$ cat config.mk
export PLATFORM = sky130hd
export DESIGN_NAME = fsm
export DESIGN_NICKNAME = d
export VERILOG_FILES = /design/src/rtl/fsm.sv
export SDC_FILE = /design/constraint.sdc
export NUM_CORES = 1
export LEC_CHECK = 0
export ABC_AREA = 1
export BUFFER_PORTS_ARGS = -buffer_cell sky130_fd_sc_hd__buf_2
export CORE_AREA = 2 2 39 41
export CTS_CLUSTER_DIAMETER = 120
export DETAILED_ROUTE_END_ITERATION = 8
export DIE_AREA = 0 0 41 43
export MAX_ROUTING_LAYER = met4
export PLACE_DENSITY = 0.48
export SYNTH_ARGS = -nofsm -noshare
export SYNTH_HDL_FRONTEND = slang
export SYNTH_SLANG_ARGS = --single-unit
export TNS_END_PERCENT = 50
$ cat constraint.sdc
create_clock -name clk -period 0.9 [get_ports clk]
set_clock_uncertainty 0.05 [all_clocks]
set_input_delay 0.09 -clock clk [delete_from_list [all_inputs] [get_ports clk]]
set_output_delay 0.09 -clock clk [all_outputs]
set_load 0.01 [all_outputs]
$ cat src/rtl/fsm.sv
// Turn-indicator tail-light sequencer: three-lamp sweep per side, lamps decoded from registered state.
// Optional hazard mode (both stalks high from IDLE) is built when HAZARD_EN is defined.
module fsm #(
  parameter int HOLD_CYCLES = 1
) (
  input  logic clk,
  input  logic reset,
  input  logic left,
  input  logic right,
  output logic L1,
  output logic L2,
  output logic L3,
  output logic R1,
  output logic R2,
  output logic R3
);

  localparam int CW = (HOLD_CYCLES > 1) ? $clog2(HOLD_CYCLES) : 1;
  localparam logic [CW-1:0] HOLD_LAST = CW'(HOLD_CYCLES - 1);

  typedef enum logic [3:0] {
    IDLE    = 4'd0,
    LA      = 4'd1,
    LB      = 4'd2,
    LC      = 4'd3,
    RA      = 4'd4,
    RB      = 4'd5,
    RC      = 4'd6
`ifdef HAZARD_EN
    ,
    HAZ_ON  = 4'd7,
    HAZ_OFF = 4'd8
`endif
  } state_t;

  state_t          state_r;
  state_t          state_next_s;
  state_t          seq_next_s;
  logic [CW-1:0]   hold_cnt_r;
  logic [CW-1:0]   cnt_next_s;
  logic            timed_s;
  logic [5:0]      lamps_r;

  // Lamp pattern {L1,L2,L3,R1,R2,R3} for a state; unknown encodings stay dark.
  function automatic logic [5:0] lamp_decode(input state_t s);
    logic [5:0] v;
    case (s)
      LA:      v = 6'b100_000;
      LB:      v = 6'b110_000;
      LC:      v = 6'b111_000;
      RA:      v = 6'b000_100;
      RB:      v = 6'b000_110;
      RC:      v = 6'b000_111;
`ifdef HAZARD_EN
      HAZ_ON:  v = 6'b111_111;
`endif
      default: v = 6'b000_000;
    endcase
    return v;
  endfunction

  // Successor of each state, and whether that state dwells HOLD_CYCLES before moving on.
  always_comb begin
    seq_next_s = IDLE;
    timed_s    = 1'b1;
    case (state_r)
      IDLE: begin
        timed_s = 1'b0;
        if (left) begin
`ifdef HAZARD_EN
          if (right) begin
            seq_next_s = HAZ_ON;
          end else begin
            seq_next_s = LA;
          end
`else
          seq_next_s = LA;
`endif
        end else if (right) begin
          seq_next_s = RA;
        end else begin
          seq_next_s = IDLE;
        end
      end
      LA: seq_next_s = LB;
      LB: seq_next_s = LC;
      LC: seq_next_s = IDLE;
      RA: seq_next_s = RB;
      RB: seq_next_s = RC;
      RC: seq_next_s = IDLE;
`ifdef HAZARD_EN
      HAZ_ON: seq_next_s = HAZ_OFF;
      HAZ_OFF: begin
        // Blink continues straight back to HAZ_ON while both requests persist.
        if (left && right) begin
          seq_next_s = HAZ_ON;
        end else begin
          seq_next_s = IDLE;
        end
      end
`endif
      default: begin
        timed_s    = 1'b0;
        seq_next_s = IDLE;
      end
    endcase
  end

  // Apply the hold counter: timed states advance only after their last hold cycle.
  always_comb begin
    state_next_s = state_r;
    cnt_next_s   = hold_cnt_r;
    if (!timed_s) begin
      state_next_s = seq_next_s;
      cnt_next_s   = {CW{1'b0}};
    end else if (hold_cnt_r == HOLD_LAST) begin
      state_next_s = seq_next_s;
      cnt_next_s   = {CW{1'b0}};
    end else begin
      state_next_s = state_r;
      cnt_next_s   = hold_cnt_r + CW'(1);
    end
  end

  // State, hold counter and lamp registers; lamps track the decode of the state being entered.
  always_ff @(posedge clk or posedge reset) begin
    if (reset) begin
      state_r    <= IDLE;
      hold_cnt_r <= {CW{1'b0}};
      lamps_r    <= 6'b000_000;
    end else begin
      state_r    <= state_next_s;
      hold_cnt_r <= cnt_next_s;
      lamps_r    <= lamp_decode(state_next_s);
    end
  end

  assign L1 = lamps_r[5];
  assign L2 = lamps_r[4];
  assign L3 = lamps_r[3];
  assign R1 = lamps_r[2];
  assign R2 = lamps_r[1];
  assign R3 = lamps_r[0];

endmodule

==> results_dict.tcl <==
set metrics [dict create \
    insertion_delay_ps 260 \
    wl_um 539 \
    cts-htree-levels 1 \
    design_area_um2 449 \
    drt-initial-drc-count 1 \
    synth_flop_cell "dfrtp_1" \
    numCtsBuffers 3 \
    rsz0062_at_grt "true" \
    ff2ff_setup_slack_ps 50 \
    nNetsFinal 48 \
    root_buffer "clkbuf_4" \
    synthMuxAreaShare_pct 0 \
    synth.net_count 33 \
    synth_top_area_cell "dfrtp_1" \
    reg2reg_depth 3 \
    run_status "finished, final reports clean" \
    layout.cells.non_filler 59 \
    vias 227 \
    ff_latch_area_um2 228 \
    seq_area_frac_synth_pct 66.2 \
    grt_pass1_wl_um 972 \
    holdCritPathClass "input pin to register" \
    power_leakage_nw 0.264 \
    io_buffer_count 9 \
    hold_depth 3 \
    placed_cells 54 \
    max_stage_delay_ps 360 \
    cts.clk_slew.worst_paths_ps 60 \
    antenna-diode-count 0 \
    dpl.hpwl_um 392 \
    dpl_cell_area_um2 405 \
    cap_violations 0 \
    crit_path_top_delay_cell "dfrtp_1" \
    grt_antenna_before_repair 0 \
    synth_fa_ha_area_share_pct 0 \
    cp.required_ps 760 \
    place.gp.congestion 0.704 \
    rr_startpoint "state_r[1]$_DFF_PP0_" \
    post_cts_buffers 0 \
    cts.sink_count 9 \
    syn_to_final_growth_pct 32.0 \
    postRouteAntennaNets 0 \
    synth_top_family_by_area "simple AND/OR/NAND/NOR gates" \
    nFillCells 156 \
    coreArea_um2 1380 \
    synth_simple_gate_area_share_pct 26.8 \
    tritoncts "yes" \
    grt_use_total_pct 8.84 \
    synth_top_area_share_pct 66.2 \
    critPathTopFamily "flip-flops" \
    viasPerCell 3.85 \
    setup_viol 0 \
    endpoint_kind "primary output" \
    slew_viol_final 0 \
    initial_core_util_pct 24.6 \
    die_x_um 41 \
    drive_above_1_share_pct 48.8 \
    synthTopCellsByArea "dfrtp_1, nand2_1, nand3_2" \
    period_needed_ps 886 \
    dieArea_um2 1760 \
    start_kind "register" \
    synth_compound_area_share_pct 1.47 \
    fin_tns_setup_ps 0 \
    synth_common_cells "dfrtp_1, nand2_1, inv_1" \
    slew_headroom_pct 77.1 \
    wl_per_cell_um 9.14 \
    path_cells "buf_2" \
    hold_violations 0 \
    avgSynthCellArea_um2 11.7 \
    p_per_area_nw_per_um2 3510 \
    critPathMaxFanout 1 \
    syn-cell-area_um2 340 \
    overflow 0 \
    synth.most_common_cell "dfrtp_1" \
    async_flop_share_pct 100 \
    peakVddDrop_uv 1510 \
    r2r_end "state_r[2]$_DFF_PP0_" \
    cts_buffer_depth 2 \
    max_freq_ghz 1.13 \
    arrival_ps 750 \
    io_pins 10 \
    synth_cells 29 \
    rows 14 \
    grt_pass1_vias 239 \
    drt_pass1_iterations 2 \
    drcViolationCount 0 \
    synth_seq_cells 9 \
    hold-worst-slack_ps 23.2 \
    grt_max_degree 10 \
    synth_xor_xnor_area_share_pct 0 \
    multi_input_area_um2 101 \
    crit_buf_inv 1 \
    synth_warnings 0 \
    max_slew.worst_pin.slew_ps 343 \
    worst_hold_startpoint "left" \
    holdPathEnd "state_r[0]$_DFF_PP0_" \
    die_height_um 43 \
    crit_type "register to primary output" \
    synth.distinct_cells 12 \
    period_share_pct 98.4 \
    synth_edf_count 0 \
    utilization_pct 32.5 \
]
power breakdown:
group / switching [mW] / internal, mW
Sequential: 0.118 / 0.589
Clock: 0.143 / 0.171
Combinational: 0.316 / 0.240
Total: 0.577 / 1.00
how the worst max path moves through the flow:
stage,startpoint,to,depth (start not counted)
6_report,lamps_r[2]$_DFF_PP0_,R1,1
3_3_place_gp,state_r[0]$_DFF_PP0_,state_r[2]$_DFF_PP0_,3
2_1_floorplan,state_r[0]$_DFF_PP0_,lamps_r[2]$_DFF_PP0_,3
5_1_grt,lamps_r[1]$_DFF_PP0_,R2,1
3_5_place_dp,state_r[0]$_DFF_PP0_,state_r[2]$_DFF_PP0_,3
4_1_cts,lamps_r[2]$_DFF_PP0_,R1,1
placed cells by master (no fill, tap or decap):
cell,count
buf_2,9
dfrtp_1,7
nand2_1,6
inv_1,3
clkbuf_4,3
inv_2,2
nand3_2,2
dfrtp_2,2
nor2_4,1
o21ai_0,1
nand3b_4,1
nand3b_1,1
nand2_2,1
nand3_1,1
nor2_1,1
clkbuf_1,1
dlygate4sd3_1,1
kinds of logic (layout without fill, tap and decap cells):
| kind of cell | Yosys count | in the layout |
|---|---|---|
| AO/OA/AOI/OAI | 1 | 1 |
| buffers and inverters | 5 | 19 |
| AND/OR/NAND/NOR | 14 | 14 |
| flip-flops | 9 | 9 |
layout make-up:
class,instances,share of cell area (%)
flip-flops and latches,9,50.7
multi-input cells,15,22.6
repair buffers,10,12.3
clock buffers,4,5.85
well taps,16,4.46
inverters,5,4.18
through the flow:
stage	total power [mW]	setup slack [ps]
2_1_floorplan	1.07	108
3_3_place_gp	1.24	56.8
3_5_place_dp	1.24	49.1
4_1_cts	1.56	2.33
5_1_grt	1.72	-21.9
6_report	1.58	14.1
what timing repair did:
item,CTS,global route
hold endpoints to repair,9,0
setup endpoints to repair,0,9
hold buffers,1,0
resized for setup,0,3
state kept, by name (all words and copies together), names as in the netlist:
signal,count
lamps_r,6
state_r,3
layer usage:
layer  GRT usage, %  part of all wire (%)  up-vias
met5              -                     0        -
met3           3.14                   9.1        2
met2           10.0                    37       11
met1           11.6                    51       97
li1               -                     -      117
met4           8.00                   2.8        0
tightest hold or removal path, delay by kind of cell:
kind	cells	cell delay, ps
buf+inv	1	90
compound gates	1	70
simple gates	1	50
Note: power is estimated with default switching activity, not from simulation.
